**src/rtl/axis_pkt_arb_pkg.sv**
```systemverilog
// axis_pkt_arb_pkg: shared state encoding, source indices and default widths
package axis_pkt_arb_pkg;
    typedef enum logic [1:0] {
        IDLE   = 2'd0,
        GRANT0 = 2'd1,
        GRANT1 = 2'd2
    } state_e;
    localparam logic SRC0 = 1'b0;
    localparam logic SRC1 = 1'b1;
    localparam int DEF_DATA_WIDTH = 32;
    localparam int DEF_CNT_WIDTH  = 16;
endpackage

```
**src/rtl/axis_out_reg.sv**
```systemverilog
// axis_out_reg: one-stage AXI4-Stream pipeline register with data, last and tid
module axis_out_reg
    import axis_pkt_arb_pkg::*;
#(
    parameter int DATA_WIDTH = DEF_DATA_WIDTH
) (
    input  logic                  clk,
    input  logic                  rst_n,
    input  logic                  load_i,
    input  logic [DATA_WIDTH-1:0] data_i,
    input  logic                  last_i,
    input  logic                  tid_i,
    input  logic                  tready_i,
    output logic                  out_ready_o,
    output logic                  tvalid_o,
    output logic [DATA_WIDTH-1:0] tdata_o,
    output logic                  tlast_o,
    output logic                  tid_o
);
    logic                  valid_q, valid_d;
    logic [DATA_WIDTH-1:0] data_q, data_d;
    logic                  last_q, last_d;
    logic                  tid_q, tid_d;

    assign out_ready_o = !valid_q || tready_i;

    // a load wins over an unload, so back-to-back beats keep valid high
    always_comb begin
        valid_d = load_i ? 1'b1 : (tready_i ? 1'b0 : valid_q);
        data_d  = load_i ? data_i : data_q;
        last_d  = load_i ? last_i : last_q;
        tid_d   = load_i ? tid_i : tid_q;
    end

    // output stage registers
    always_ff @(posedge clk or negedge rst_n) begin
        if (!rst_n) begin
            valid_q <= 1'b0;
            data_q  <= '0;
            last_q  <= 1'b0;
            tid_q   <= 1'b0;
        end else begin
            valid_q <= valid_d;
            data_q  <= data_d;
            last_q  <= last_d;
            tid_q   <= tid_d;
        end
    end

    assign tvalid_o = valid_q;
    assign tdata_o  = data_q;
    assign tlast_o  = last_q;
    assign tid_o    = tid_q;
endmodule

```
**src/rtl/axis_pkt_arb.sv**
```systemverilog
// axis_pkt_arb: two-input packet-locked round-robin AXI4-Stream arbiter
module axis_pkt_arb
    import axis_pkt_arb_pkg::*;
#(
    parameter int DATA_WIDTH = DEF_DATA_WIDTH,
    parameter int CNT_WIDTH  = DEF_CNT_WIDTH
) (
    input  logic                  clk,
    input  logic                  resetn,
    input  logic [DATA_WIDTH-1:0] s0_AXIS_tdata,
    input  logic                  s0_AXIS_tvalid,
    input  logic                  s0_AXIS_tlast,
    output logic                  s0_AXIS_tready,
    input  logic [DATA_WIDTH-1:0] s1_AXIS_tdata,
    input  logic                  s1_AXIS_tvalid,
    input  logic                  s1_AXIS_tlast,
    output logic                  s1_AXIS_tready,
    output logic [DATA_WIDTH-1:0] m_AXIS_tdata,
    output logic                  m_AXIS_tvalid,
    output logic                  m_AXIS_tlast,
    output logic                  m_AXIS_tid,
    input  logic                  m_AXIS_tready,
    input  logic                  arb_en,
    output logic                  arb_idle,
    output logic [CNT_WIDTH-1:0]  pkt_cnt0,
    output logic [CNT_WIDTH-1:0]  pkt_cnt1
);
    state_e               state_q, state_d;
    logic                 last_grant_q, last_grant_d;
    logic [CNT_WIDTH-1:0] cnt0_q, cnt0_d, cnt1_q, cnt1_d;
    logic                 out_ready, acc0, acc1, eop0, eop1;

    assign acc0 = (state_q == GRANT0) && s0_AXIS_tvalid && out_ready;
    assign acc1 = (state_q == GRANT1) && s1_AXIS_tvalid && out_ready;
    assign eop0 = acc0 && s0_AXIS_tlast;
    assign eop1 = acc1 && s1_AXIS_tlast;

    // grant FSM: arbitrate in IDLE, hold the grant until the packet's tlast
    always_comb begin
        state_d        = state_q;
        s0_AXIS_tready = 1'b0;
        s1_AXIS_tready = 1'b0;
        case (state_q)
            IDLE: begin
                if (arb_en && s0_AXIS_tvalid && s1_AXIS_tvalid)
                    state_d = (last_grant_q == SRC1) ? GRANT0 : GRANT1;
                else if (arb_en && s0_AXIS_tvalid)
                    state_d = GRANT0;
                else if (arb_en && s1_AXIS_tvalid)
                    state_d = GRANT1;
            end
            GRANT0: begin
                s0_AXIS_tready = out_ready;
                state_d        = eop0 ? IDLE : GRANT0;
            end
            GRANT1: begin
                s1_AXIS_tready = out_ready;
                state_d        = eop1 ? IDLE : GRANT1;
            end
            default: state_d = IDLE;
        endcase
    end

    // round-robin history and per-source packet counters (free-running wrap)
    always_comb begin
        last_grant_d = eop0 ? SRC0 : (eop1 ? SRC1 : last_grant_q);
        cnt0_d       = cnt0_q + CNT_WIDTH'(eop0);
        cnt1_d       = cnt1_q + CNT_WIDTH'(eop1);
    end

    // control state registers; last_grant resets to SRC1 so s0 wins first
    always_ff @(posedge clk or negedge resetn) begin
        if (!resetn) begin
            state_q      <= IDLE;
            last_grant_q <= SRC1;
            cnt0_q       <= '0;
            cnt1_q       <= '0;
        end else begin
            state_q      <= state_d;
            last_grant_q <= last_grant_d;
            cnt0_q       <= cnt0_d;
            cnt1_q       <= cnt1_d;
        end
    end

    axis_out_reg #(.DATA_WIDTH(DATA_WIDTH)) u_out (
        .clk        (clk),
        .rst_n      (resetn),
        .load_i     (acc0 || acc1),
        .data_i     (acc1 ? s1_AXIS_tdata : s0_AXIS_tdata),
        .last_i     (acc1 ? s1_AXIS_tlast : s0_AXIS_tlast),
        .tid_i      (acc1 ? SRC1 : SRC0),
        .tready_i   (m_AXIS_tready),
        .out_ready_o(out_ready),
        .tvalid_o   (m_AXIS_tvalid),
        .tdata_o    (m_AXIS_tdata),
        .tlast_o    (m_AXIS_tlast),
        .tid_o      (m_AXIS_tid)
    );

    assign arb_idle = (state_q == IDLE) && !m_AXIS_tvalid;
    assign pkt_cnt0 = cnt0_q;
    assign pkt_cnt1 = cnt1_q;
endmodule

```
**config.mk**
```make
export PLATFORM = sky130hd
export DESIGN_NAME = axis_pkt_arb
export DESIGN_NICKNAME = d
export VERILOG_FILES = /design/src/rtl/axis_pkt_arb_pkg.sv /design/src/rtl/axis_out_reg.sv /design/src/rtl/axis_pkt_arb.sv
export SDC_FILE = /design/constraint.sdc
export NUM_CORES = 1
export LEC_CHECK = 0
export ABC_CLOCK_PERIOD_IN_PS = 3800
export BUFFER_PORTS_ARGS = -buffer_cell sky130_fd_sc_hd__buf_2
export CAP_MARGIN = 20
export CORE_ASPECT_RATIO = 2
export CORE_MARGIN = 3
export CORE_UTILIZATION = 40
export DETAILED_ROUTE_END_ITERATION = 12
export GPL_TIMING_DRIVEN = 0
export PLACE_DENSITY = 0.74
export SETUP_SLACK_MARGIN = 0.2
export SYNTH_ARGS = -nofsm -noshare
export SYNTH_HDL_FRONTEND = slang
export SYNTH_SLANG_ARGS = --single-unit
```
**constraint.sdc**
```tcl
create_clock -name clk -period 3.8 [get_ports clk]
set_clock_uncertainty 0.2 [all_clocks]
set_input_delay 0.19 -clock clk [delete_from_list [all_inputs] [get_ports clk]]
set_output_delay 0.19 -clock clk [all_outputs]
set_load 0.05 [all_outputs]
```
==> results of run 1 <==
## worst min-delay path by stage
stage	from	endpoint
CTS	s0_AXIS_tlast	last_grant_q
detailed placement	resetn	u_out.tdata_o[14]
floorplan	resetn	pkt_cnt0[0]
global route	s0_AXIS_tlast	last_grant_q
global placement	s1_AXIS_tdata[27]	u_out.tdata_o[27]
finish	s0_AXIS_tlast	last_grant_q
## cell families (layout without fill, tap and decap cells)
kind of cell,after synthesis,count (layout)
AO/OA/AOI/OAI,69,69
buffers and inverters,16,241
AND/OR/NAND/NOR,134,134
flip-flops,70,70
adder cells (fa/ha/maj),5,5
XOR/XNOR,28,28
multiplexers,1,1
## worst min-delay path: stages
cell	delay, ps
buf_2	100
nand2_1	60
nor3_2	90
nor2_1	110
## flip-flops by register name, summed over array words and instances (netlist names)
name	count
u_out.tdata_o	32
pkt_cnt0	16
pkt_cnt1	16
state_q	2
last_grant_q	1
u_out.tid_o	1
u_out.tlast_o	1
u_out.tvalid_o	1
## report_power, final
group          switching (µW)  internal [µW]
Clock                     317            523
Sequential                158            998
Combinational            1510            886
Total                    1990           2410
## metal layers
| metal | vias to the layer above | routed length, µm | GRT usage, % |
|---|---|---|---|
| met1 | 1579 | 3500 | 21.9 |
| met2 | 98 | 5580 | 37.2 |
| li1 | 1545 | - | - |
| met3 | 20 | 410 | 3.51 |
| met5 | - | 0 | 0 |
| met4 | 0 | 290 | 9.52 |
## area by class of cell
| cell class | count | share of cell area [%] |
|---|---|---|
| well taps | 98 | 2.33 |
| multi-input cells | 237 | 29.3 |
| plain buffers | 15 | 2.88 |
| repair buffers | 209 | 26.4 |
| flip-flops and latches | 70 | 33.3 |
| clock inverters | 6 | 1.17 |
| clock buffers | 10 | 4.54 |
| inverters | 1 | 0.0713 |
## cells in the final DEF (no fill, tap or decap), types with 6 or more instances in the layout
master	netlist	layout
dfrtp_1	69	69
nand3_1	17	17
xor2_1	10	10
nand2_1	43	43
clkbuf_1	6	6
and3_1	8	8
dlygate4sd3_1	0	68
a21oi_1	7	7
clkbuf_16	0	9
buf_2	0	140
nor2_1	40	40
a21oi_2	60	60
xnor2_1	18	18
## stage by stage
step | instances | utilization (%) | power [µW] | cell area, µm²
floorplan | 323 | - | 2700 | 3450
global placement | 562 | 51.2 | 3130 | 4280
detailed placement | 562 | 51.3 | 3180 | 4280
CTS | 646 | 63.0 | 4400 | 5260
global route | 646 | 63.0 | 4640 | 5260
finish | 646 | 63.0 | 4390 | 5260
## timing repair
| action | CTS | global route |
|---|---|---|
| hold buffers | 68 | 0 |
| hold endpoints to repair | 104 | 0 |
| gates resized for setup | 0 | 0 |
==> reports/metrics.csv, run 1 <==
stage,metric,value,unit
synth,Post-synth EDFFs,0,
worst_setup_path,Max Fanout on Critical Path,10,
worst_setup_path,Crit. path cell count,10,
clock_network,CTS tree,yes,
synth,multiplexer share of the synthesized area,0.326,%
sta,Worst-Margin Slew,893,ps
grt,pin count of the biggest net entering global routing,71,
synth,Synth cell types,34,
grt,first-pass GRT wire length,15700,µm
sta,Tmin final,3020,ps
synth,Mapped Nets,400,
detailed_routing,drt first pass iters,4,
sta,"Hold Vio Cnt, Final",0,
synth,Synth Register Bits,70,
sta,# setup viols final,0,
cells_and_area,ANT cells,0,
synth,area share of the largest cell type after synthesis,50.1,%
clock_network,CTS max path bufs,2,
worst_setup_path,FF-to-FF path depth,10,
synth,Cells after Synth,323,
detailed_routing,Vias/cell,5.02,
detailed_routing,via count,3242,
sta,fin crit share,79.4,%
place,gpl congestion,0.775,
clock_network,Inserted Clock Buffers,9,
place,Port-buffer cells,141,
floorplanning,initial core utilization,41.3,%
sta,unrepaired setup endpoints after global routing,no,
worst_setup_path,r2r endpoint,pkt_cnt1[12],
sta,fin worst setup slack,784,ps
worst_setup_path,Top delay family on crit path,simple AND/OR/NAND/NOR gates,
detailed_routing,first-iteration detailed-routing DRC count,148,
worst_setup_path,Setup crit start,u_out.tvalid_o,
clock_network,Clock Latency Late Sink,330,ps
worst_setup_path,Critical-path top delay cell,nand4b_1,
worst_hold_path,Min-Delay Path Depth,4,
clock_network,H-Tree Level Count,3,
synth,cell taking the most area after synthesis,dfrtp_1,
clock_network,CTS Root Cell,clkbuf_16,
pwr,pwr dens,835,mW/mm²
worst_setup_path,"reg-to-reg slack, setup",780,ps
floorplanning,Row Count,47,
cells_and_area,Area Overhead vs Synth,52.5,%
worst_setup_path,cell mode on critical path,ha_1,
synth,fraction of the mapped netlist area in adder cells,1.81,%
grt,Total GRT Usage,20.2,%
worst_setup_path,critical path arrival,3030,ps
pwr,VDD IR max,0.000688,V
place,Detailed Place HPWL,6680,µm
synth,Post-Synth XOR/XNOR Area,7.11,%
synth,"top cells by count, synth","dfrtp_1, a21oi_2, nand2_1",
flow_run,max-cap check violation count,0,
worst_setup_path,Setup CP Type,flip-flop to flip-flop,
sta,TNS Setup,0,ps
synth,"Cell Area, Synth",0.00345,mm²
sta,Max-slew headroom,40.4,%
detailed_routing,DRC,0,
worst_setup_path,FF-to-FF Start,u_out.tvalid_o,
floorplanning,Die W,71.7,µm
worst_setup_path,worst path required time,3810,ps
synth,largest family of logic cells by synthesized area,simple AND/OR/NAND/NOR gates,
cells_and_area,multi-input logic area,0.00154,mm²
clock_network,"Reg clk slew, reported paths",60,ps
worst_setup_path,Max stage delay on crit path,410,ps
grt,antenna violations before repair,0,
grt,vias in the first global route,3336,
cells_and_area,FF/Latch Area,0.00175,mm²
detailed_routing,Detailed Route WL,9780,µm
worst_setup_path,WP buf/inv,1,
grt,GRT overflow,0,
synth,Synth Flop Type,dfrtp_1,
worst_hold_path,Hold Crit Class,input port to flip-flop,
synth,Synth Area in Simple Gates,18.8,%
sta,final hold slack,66.7,ps
run_status,outcome,"complete, no violations",
floorplanning,core area,0.00835,mm²
cells_and_area,fillcell total,685,
clock_network,setup bufs post-CTS,0,
detailed_routing,DR WL/cell,15.1,µm
floorplanning,Top Ports,142,
synth,YS warnings,0,
worst_setup_path,crit-path cells,nand2b_1 -> nand4b_1 -> clkbuf_1 -> nor2_1 -> ha_1 -> ha_1 -> nand2_1 -> nor3_1 -> nand3_1 -> xnor2_1,
floorplanning,die span in y,137,µm
synth,top-count cell post-synth,dfrtp_1,
pwr,leakage power,0.00262,µW
synth,Syn Area/Cell,10.7,µm²
floorplanning,Die ar.,0.00984,mm²
worst_setup_path,Startpoint Class,flip-flop,
cells_and_area,share of cells above drive strength 1,42.5,%
sta,Pins Over Slew Limit,0,
synth,register area share after synthesis,50.8,%
synth,"top cells by area, synth","dfrtp_1, a21oi_2, nand2_1, xnor2_1, nor2_1",
worst_setup_path,Crit. End Element,flip-flop,
synth,Compound-Gate Fraction of Synth Area,16.6,%
clock_network,# clock sinks,70,
detailed_routing,ANT nets after route,0,
place,Worst Setup Slack post-DPL,719,ps
worst_setup_path,end of the critical path,pkt_cnt1[12],
sta,Max Freq,332,MHz
synth,ys async rst share,100,%
cells_and_area,final layout net count,620,
(Power assumes the default switching activity.)
==> inputs of run 2 (changes only) <==
--- a/config.mk
+++ b/config.mk
@@ -5,7 +5,7 @@
 export SDC_FILE = /design/constraint.sdc
 export NUM_CORES = 1
 export LEC_CHECK = 0
-export ABC_CLOCK_PERIOD_IN_PS = 3800
+export ABC_CLOCK_PERIOD_IN_PS = 3100
 export BUFFER_PORTS_ARGS = -buffer_cell sky130_fd_sc_hd__buf_2
 export CAP_MARGIN = 20
 export CORE_ASPECT_RATIO = 2
==> constraint.sdc (replaced) <==
create_clock -name clk -period 3.1 [get_ports clk]
set_clock_uncertainty 0.2 [all_clocks]
set_input_delay 0.155 -clock clk [delete_from_list [all_inputs] [get_ports clk]]
set_output_delay 0.155 -clock clk [all_outputs]
set_load 0.05 [all_outputs]
==> run 2 against run 1 <==
Compared with the run above: register-to-register slack got worse by 290 ps; critical path depth unchanged; clock-buffer cell count unchanged; wire length about the same; sequential power increased by 22%.
==> reports/metrics.csv, run 2 (synthesis gave the netlist of run 1 again) <==
stage,metric,value,unit,change
run_status,outcome,"complete, no violations",,
clock_network,# clock sinks,70,,unchanged
sta,fin crit share,84.2,%,+4.8 points
sta,Max-slew headroom,40.5,%,about the same
clock_network,"Reg clk slew, reported paths",60,ps,about the same
grt,first-pass GRT wire length,15700,µm,+0.22%
floorplanning,Die W,71.7,µm,unchanged
floorplanning,Row Count,47,,unchanged
detailed_routing,drt first pass iters,4,,unchanged
sta,Max Freq,383,MHz,+16%
grt,antenna violations before repair,0,,unchanged
clock_network,H-Tree Level Count,3,,unchanged
detailed_routing,DR WL/cell,15.1,µm,-0.24%
pwr,internal power,2950,µW,+23%
pwr,VDD IR max,0.000843,V,+23%
worst_setup_path,Max Fanout on Critical Path,10,,unchanged
detailed_routing,via count,3237,,-0.15%
cells_and_area,"commonest non-fill, non-tap cells in the layout","buf_2, dfrtp_1, dlygate4sd3_1",,
pwr,Clock Power Share,19.1,%,about the same
place,Placed Area,0.00428,mm²,unchanged
floorplanning,die span in y,137,µm,unchanged
grt,vias in the first global route,3351,,+0.45%
flow_run,max-cap check violation count,0,,unchanged
cells_and_area,share of cells above drive strength 1,42.8,%,+0.29 points
sta,# setup viols final,0,,unchanged
pwr,pwr dens,1020,mW/mm²,+22%
worst_setup_path,critical path arrival,2620,ps,-410 ps
cells_and_area,Area Overhead vs Synth,52.8,%,
detailed_routing,first-iteration detailed-routing DRC count,136,,-8.1%
clock_network,Inserted Clock Buffers,9,,unchanged
pwr,Net Switching,2440,µW,+23%
sta,"Hold Vio Cnt, Final",0,,unchanged
clock_network,CTS tree,yes,,
sta,Pins Over Slew Limit,0,,unchanged
detailed_routing,Detailed Route WL,9770,µm,about the same
grt,Total GRT Usage,20.3,%,+0.030 points
floorplanning,core area,0.00835,mm²,unchanged
floorplanning,Die ar.,0.00984,mm²,unchanged
detailed_routing,ANT nets after route,0,,unchanged
detailed_routing,Vias/cell,5.00,,-0.31%
place,Port-buffer cells,141,,unchanged
cells_and_area,ANT cells,0,,unchanged
grt,GRT overflow,0,,unchanged
cells_and_area,Largest register FFs,32,,unchanged
pwr,Sequential Power Share,26.3,%,about the same
detailed_routing,DRC,0,,unchanged
cells_and_area,final layout net count,621,,+0.16%
sta,Worst-Margin Slew,893,ps,-0.301 ps
place,Detailed Place HPWL,6680,µm,unchanged
place,gpl congestion,0.775,,unchanged
cells_and_area,final core utilization,63.1,%,+0.12 points
grt,pin count of the biggest net entering global routing,71,,unchanged
worst_setup_path,worst path required time,3110,ps,-700 ps
cells_and_area,"commonest non-fill, non-tap cell in the layout",buf_2,,
worst_setup_path,Crit. End Element,flip-flop,,
clock_network,CTS Root Cell,clkbuf_16,,
sta,TNS Setup,0,ps,unchanged
floorplanning,initial core utilization,41.3,%,unchanged
pwr,Gate power share,54.6,%,about the same
sta,unrepaired setup endpoints after global routing,no,,
worst_hold_path,Hold Crit Class,input port to flip-flop,,
clock_network,CTS max path bufs,2,,unchanged
pwr,leakage power,0.00262,µW,+0.15%
cells_and_area,design area,0.00527,mm²,+0.19%
sta,Tmin final,2610,ps,-405 ps
floorplanning,Top Ports,142,,unchanged
pwr,sw frac,45.2,%,about the same
clock_network,Clock Latency Late Sink,330,ps,about the same
worst_setup_path,Setup CP Type,flip-flop to flip-flop,,
worst_setup_path,Startpoint Class,flip-flop,,
sta,final hold slack,31.1,ps,-35.6 ps
## run 2: path summary, 6_finish.rpt
kind                                 from           endpoint  slack, ps  depth (start not counted)
max                        u_out.tvalid_o       pkt_cnt1[12]        490                         10
min                         s0_AXIS_tlast       last_grant_q         30                          4
max reg2reg                u_out.tvalid_o       pkt_cnt1[12]        490                         10
min reg2reg                  pkt_cnt1[15]       pkt_cnt1[15]        280                          1
max in group asynchronous          resetn   u_out.tdata_o[1]       1830                          2
min in group asynchronous          resetn  u_out.tdata_o[29]        270                          2
## run 2: cell type report
cell class,count,area [µm²]
fill,689,3080
sequential,70,1750
multi-input combinational,237,1540
timing repair buffer,210,1400
clock buffer,10,239
buffer,15,151
tap,98,123
clock inverter,6,61.3
inverter,1,3.75
## run 2: repair_timing
action / in CTS / in global routing
pin swaps: 1 / 0
endpoints found under the setup margin: 4 / 2
hold buffers: 68 / 0
buffers inserted: 1 / 0
endpoints found under the hold margin: 105 / 0
gates resized for setup: 0 / 1
cloned: 0 / 0
## run 2: stage by stage
step / instances / total power, µW / setup WS, ps
floorplan: 323 / 3310 / 336
global placement: 562 / 3830 / 52.6
detailed placement: 562 / 3900 / 19.5
CTS: 647 / 5400 / 355
global route: 647 / 5690 / 215
finish: 647 / 5390 / 490
## run 2: power groups by stage
| stage | clock, µW | combinational (µW) | sequential (µW) |
|---|---|---|---|
| after detailed placement | 0 | 2470 | 1420 |
| after CTS | 1050 | 2940 | 1410 |
| after floorplan | 0 | 915 | 2390 |
| after global placement | 0 | 2420 | 1410 |
| final | 1030 | 2940 | 1420 |
| after global routing | 1080 | 3140 | 1460 |
## run 2: worst max-delay path, cell delays in order, from the launching register on
cell	delay (ps)
dfrtp_1	400
nand2b_1	190
nand4b_1	150
clkbuf_1	290
nor2_2	210
ha_1	220
ha_1	210
nand2_1	90
nor3_1	260
nand3_1	130
xnor2_1	140
## run 2: per-layer routing
layer,global-route usage (%),share of wire (%),up-vias
met1,22.0,35,1568
met3,3.51,4.6,22
li1,-,-,1544
met5,0,0,-
met4,9.31,2.8,0
met2,37.3,57,103
==> inputs of run 3 (changes only) <==
--- a/config.mk
+++ b/config.mk
@@ -5,7 +5,7 @@
 export SDC_FILE = /design/constraint.sdc
 export NUM_CORES = 1
 export LEC_CHECK = 0
-export ABC_CLOCK_PERIOD_IN_PS = 3100
+export ABC_CLOCK_PERIOD_IN_PS = 2200
 export BUFFER_PORTS_ARGS = -buffer_cell sky130_fd_sc_hd__buf_2
 export CAP_MARGIN = 20
 export CORE_ASPECT_RATIO = 2
@@ -13,7 +13,7 @@
 export CORE_UTILIZATION = 40
 export DETAILED_ROUTE_END_ITERATION = 12
 export GPL_TIMING_DRIVEN = 0
-export PLACE_DENSITY = 0.74
+export PLACE_DENSITY = 0.77
 export SETUP_SLACK_MARGIN = 0.2
 export SYNTH_ARGS = -nofsm -noshare
 export SYNTH_HDL_FRONTEND = slang
==> constraint.sdc (replaced) <==
create_clock -name clk -period 2.2 [get_ports clk]
set_clock_uncertainty 0.2 [all_clocks]
set_input_delay 0.11 -clock clk [delete_from_list [all_inputs] [get_ports clk]]
set_output_delay 0.11 -clock clk [all_outputs]
set_load 0.05 [all_outputs]
==> run 3 against run 2 <==
Compared with the run above: global-route usage increased by 2.6 points; sequential cell count unchanged; clock power increased by 41%; wire length increased by 14%; worst hold slack got worse by 4.3 ps; combinational power increased by 27%; critical path type unchanged.
==> reports/metrics.csv, run 3 (synthesis gave the netlist of run 1 again) <==
stage,metric,value,unit,change
grt,first-pass GRT wire length,17500,µm,+11%
pwr,pwr dens,1310,mW/mm²,+28%
sta,# setup viols final,0,,unchanged
floorplanning,die span in y,137,µm,unchanged
pwr,internal power,3800,µW,+29%
sta,Tmin final,2030,ps,-583 ps
cells_and_area,"commonest non-fill, non-tap cell in the layout",buf_2,,
sta,TNS Setup,0,ps,unchanged
grt,GRT overflow,0,,unchanged
floorplanning,Die ar.,0.00984,mm²,unchanged
worst_setup_path,r2r endpoint,pkt_cnt1[8],,
place,Port-buffer cells,141,,unchanged
grt,pin count of the biggest net entering global routing,71,,unchanged
floorplanning,Row Count,47,,unchanged
pwr,Sequential Power Share,28.1,%,+1.8 points
cells_and_area,share of cells above drive strength 1,46.9,%,+4.1 points
worst_setup_path,Max stage delay on crit path,430,ps,+30 ps
worst_setup_path,worst path required time,2250,ps,-860 ps
worst_setup_path,crit-path cells,nand2b_4 -> nand4b_1 -> clkbuf_8 -> nor2_4 -> ha_4 -> ha_4 -> nand2_4 -> nor2_4 -> and3_1 -> xor2_1,,
clock_network,Inserted Clock Buffers,9,,unchanged
worst_setup_path,FF-to-FF path depth,10,,unchanged
worst_setup_path,Critical-path top delay cell,dfrtp_2,,
clock_network,H-Tree Level Count,3,,unchanged
cells_and_area,ANT cells,0,,unchanged
flow_run,max-cap check violation count,0,,unchanged
detailed_routing,DRC,0,,unchanged
clock_network,CTS max path bufs,2,,unchanged
detailed_routing,DR WL/cell,16.9,µm,+12%
worst_hold_path,Min-Delay Path Depth,4,,unchanged
grt,vias in the first global route,3630,,+8.3%
cells_and_area,"commonest non-fill, non-tap cells in the layout","buf_2, dlygate4sd3_1, dfrtp_1",,
place,gpl congestion,0.794,,+2.4%
worst_setup_path,Setup CP Type,flip-flop to flip-flop,,
sta,Pins Over Slew Limit,0,,unchanged
clock_network,CTS tree,yes,,
pwr,VDD IR max,0.000987,V,+17%
grt,antenna violations before repair,0,,unchanged
detailed_routing,drt first pass iters,4,,unchanged
worst_setup_path,Startpoint Class,flip-flop,,
cells_and_area,Largest register FFs,32,,unchanged
worst_setup_path,FF-to-FF Start,u_out.tvalid_o,,
pwr,Clock Power Share,20.1,%,+1.0 points
clock_network,CTS Root Cell,clkbuf_16,,
floorplanning,core area,0.00835,mm²,unchanged
pwr,Gate power share,51.8,%,-2.8 points
worst_setup_path,"reg-to-reg slack, setup",170,ps,-320 ps
pwr,leakage power,0.00274,µW,+4.3%
floorplanning,Die W,71.7,µm,unchanged
sta,Worst-Margin Slew,905,ps,+12.3 ps
detailed_routing,ANT nets after route,0,,unchanged
sta,unrepaired setup endpoints after global routing,yes,,
worst_setup_path,Crit. End Element,flip-flop,,
worst_hold_path,Hold EP,u_out.tvalid_o,,
clock_network,"Reg clk slew, reported paths",50,ps,about the same
sta,"Hold Vio Cnt, Final",0,,unchanged
sta,Max Freq,493,MHz,+29%
run_status,outcome,"complete, no violations",,
sta,fin crit share,92.2,%,+8.0 points
cells_and_area,final layout net count,634,,+2.1%
place,Worst Setup Slack post-DPL,-418,ps,-437 ps
floorplanning,initial core utilization,41.3,%,unchanged
cells_and_area,Area Overhead vs Synth,59.6,%,
grt,Total GRT Usage,22.9,%,+2.6 points
clock_network,Clock Latency Late Sink,320,ps,about the same
worst_setup_path,critical path arrival,2080,ps,-540 ps
sta,Max-slew headroom,39.6,%,-0.82 points
sta,fin worst setup slack,172,ps,-317 ps
place,Detailed Place HPWL,6690,µm,+0.24%
detailed_routing,Vias/cell,5.11,,+2.1%
pwr,sw frac,47.3,%,+2.1 points
detailed_routing,first-iteration detailed-routing DRC count,187,,+38%
pwr,Net Switching,3420,µW,+40%
detailed_routing,Detailed Route WL,11100,µm,+14%
worst_setup_path,Max Fanout on Critical Path,4,,-6
clock_network,# clock sinks,70,,unchanged
worst_hold_path,Worst Hold Launch,m_AXIS_tready,,
floorplanning,Top Ports,142,,unchanged
worst_hold_path,Hold Crit Class,input port to flip-flop,,
detailed_routing,via count,3357,,+3.7%
==> run 3: changes by cell type in the layout (fill, tap and decap cells not counted), moves of 3 or more <==
cell / before / now
buf_4: 4 / 13
buf_6: 3 / 6
clkbuf_8: 1 / 4
clkinv_2: 3 / 0
ha_1: 5 / 2
ha_4: 0 / 3
==> run 3: worst max-delay path by stage <==
stage / start / slack (ps) / to / cells past startpoint
after global placement: state_q[0] / -430 / pkt_cnt1[12] / 9
after CTS: u_out.tvalid_o / 180 / pkt_cnt1[12] / 10
after detailed placement: state_q[0] / -420 / pkt_cnt1[12] / 9
after global routing: u_out.tvalid_o / 50 / pkt_cnt1[12] / 10
after floorplan: u_out.tvalid_o / -220 / pkt_cnt1[12] / 10
final: u_out.tvalid_o / 170 / pkt_cnt1[8] / 10
==> run 3: area by class of cell <==
type,instances,area (µm²)
fillers,624,2840
repair buffers,223,1500
multi-input cells,237,1660
clock buffers,12,267
plain buffers,15,166
clock inverters,1,30.0
flip-flops and latches,70,1760
inverters,1,3.75
well taps,98,123
==> run 3: power by group through the flow <==
stage	combinational (µW)	clock, µW	sequential [µW]
CTS	3700	1470	2010
detailed placement	3520	0	2030
global route	3970	1520	2070
global placement	3450	0	2010
floorplan	1320	0	3390
finish	3740	1450	2030
==> run 3: metrics by stage <==
step | std cells | util (%) | hold WS, ps | total power (µW) | cell area (µm²)
6_report | 657 | 65.9 | 26.7 | 7220 | 5510
5_1_grt | 657 | 65.9 | 48.3 | 7560 | 5510
4_1_cts | 653 | 65.5 | 13.8 | 7180 | 5470
3_5_place_dp | 562 | 52.3 | 93.8 | 5560 | 4370
3_3_place_gp | 562 | 52.2 | 148 | 5460 | 4360
2_1_floorplan | 323 | - | -386 | 4710 | 3530
==> run 3: what timing repair did <==
item                       in CTS  in global routing
hold endpoints to repair      105                  0
gates resized for setup        11                  3
buffers inserted                9                  4
pin swaps                       8                  6
hold buffers                   69                  0
setup endpoints to repair      24                 17
==> run 3: critical path, delay by kind of cell, from the launching register on <==
kind / cells / cell delay [ps]
fa+ha+maj: 2 / 300
buf+inv: 1 / 170
flops: 1 / 430
xor+xnor: 1 / 140
simple gates: 6 / 710
==> run 3: layer usage <==
layer	track usage (%)	part of all wire, %	vias to the layer above
met5	0	0	-
met4	13.4	4.3	0
met3	4.82	5.0	40
met2	41.7	55	143
met1	23.4	35	1613
li1	-	-	1561
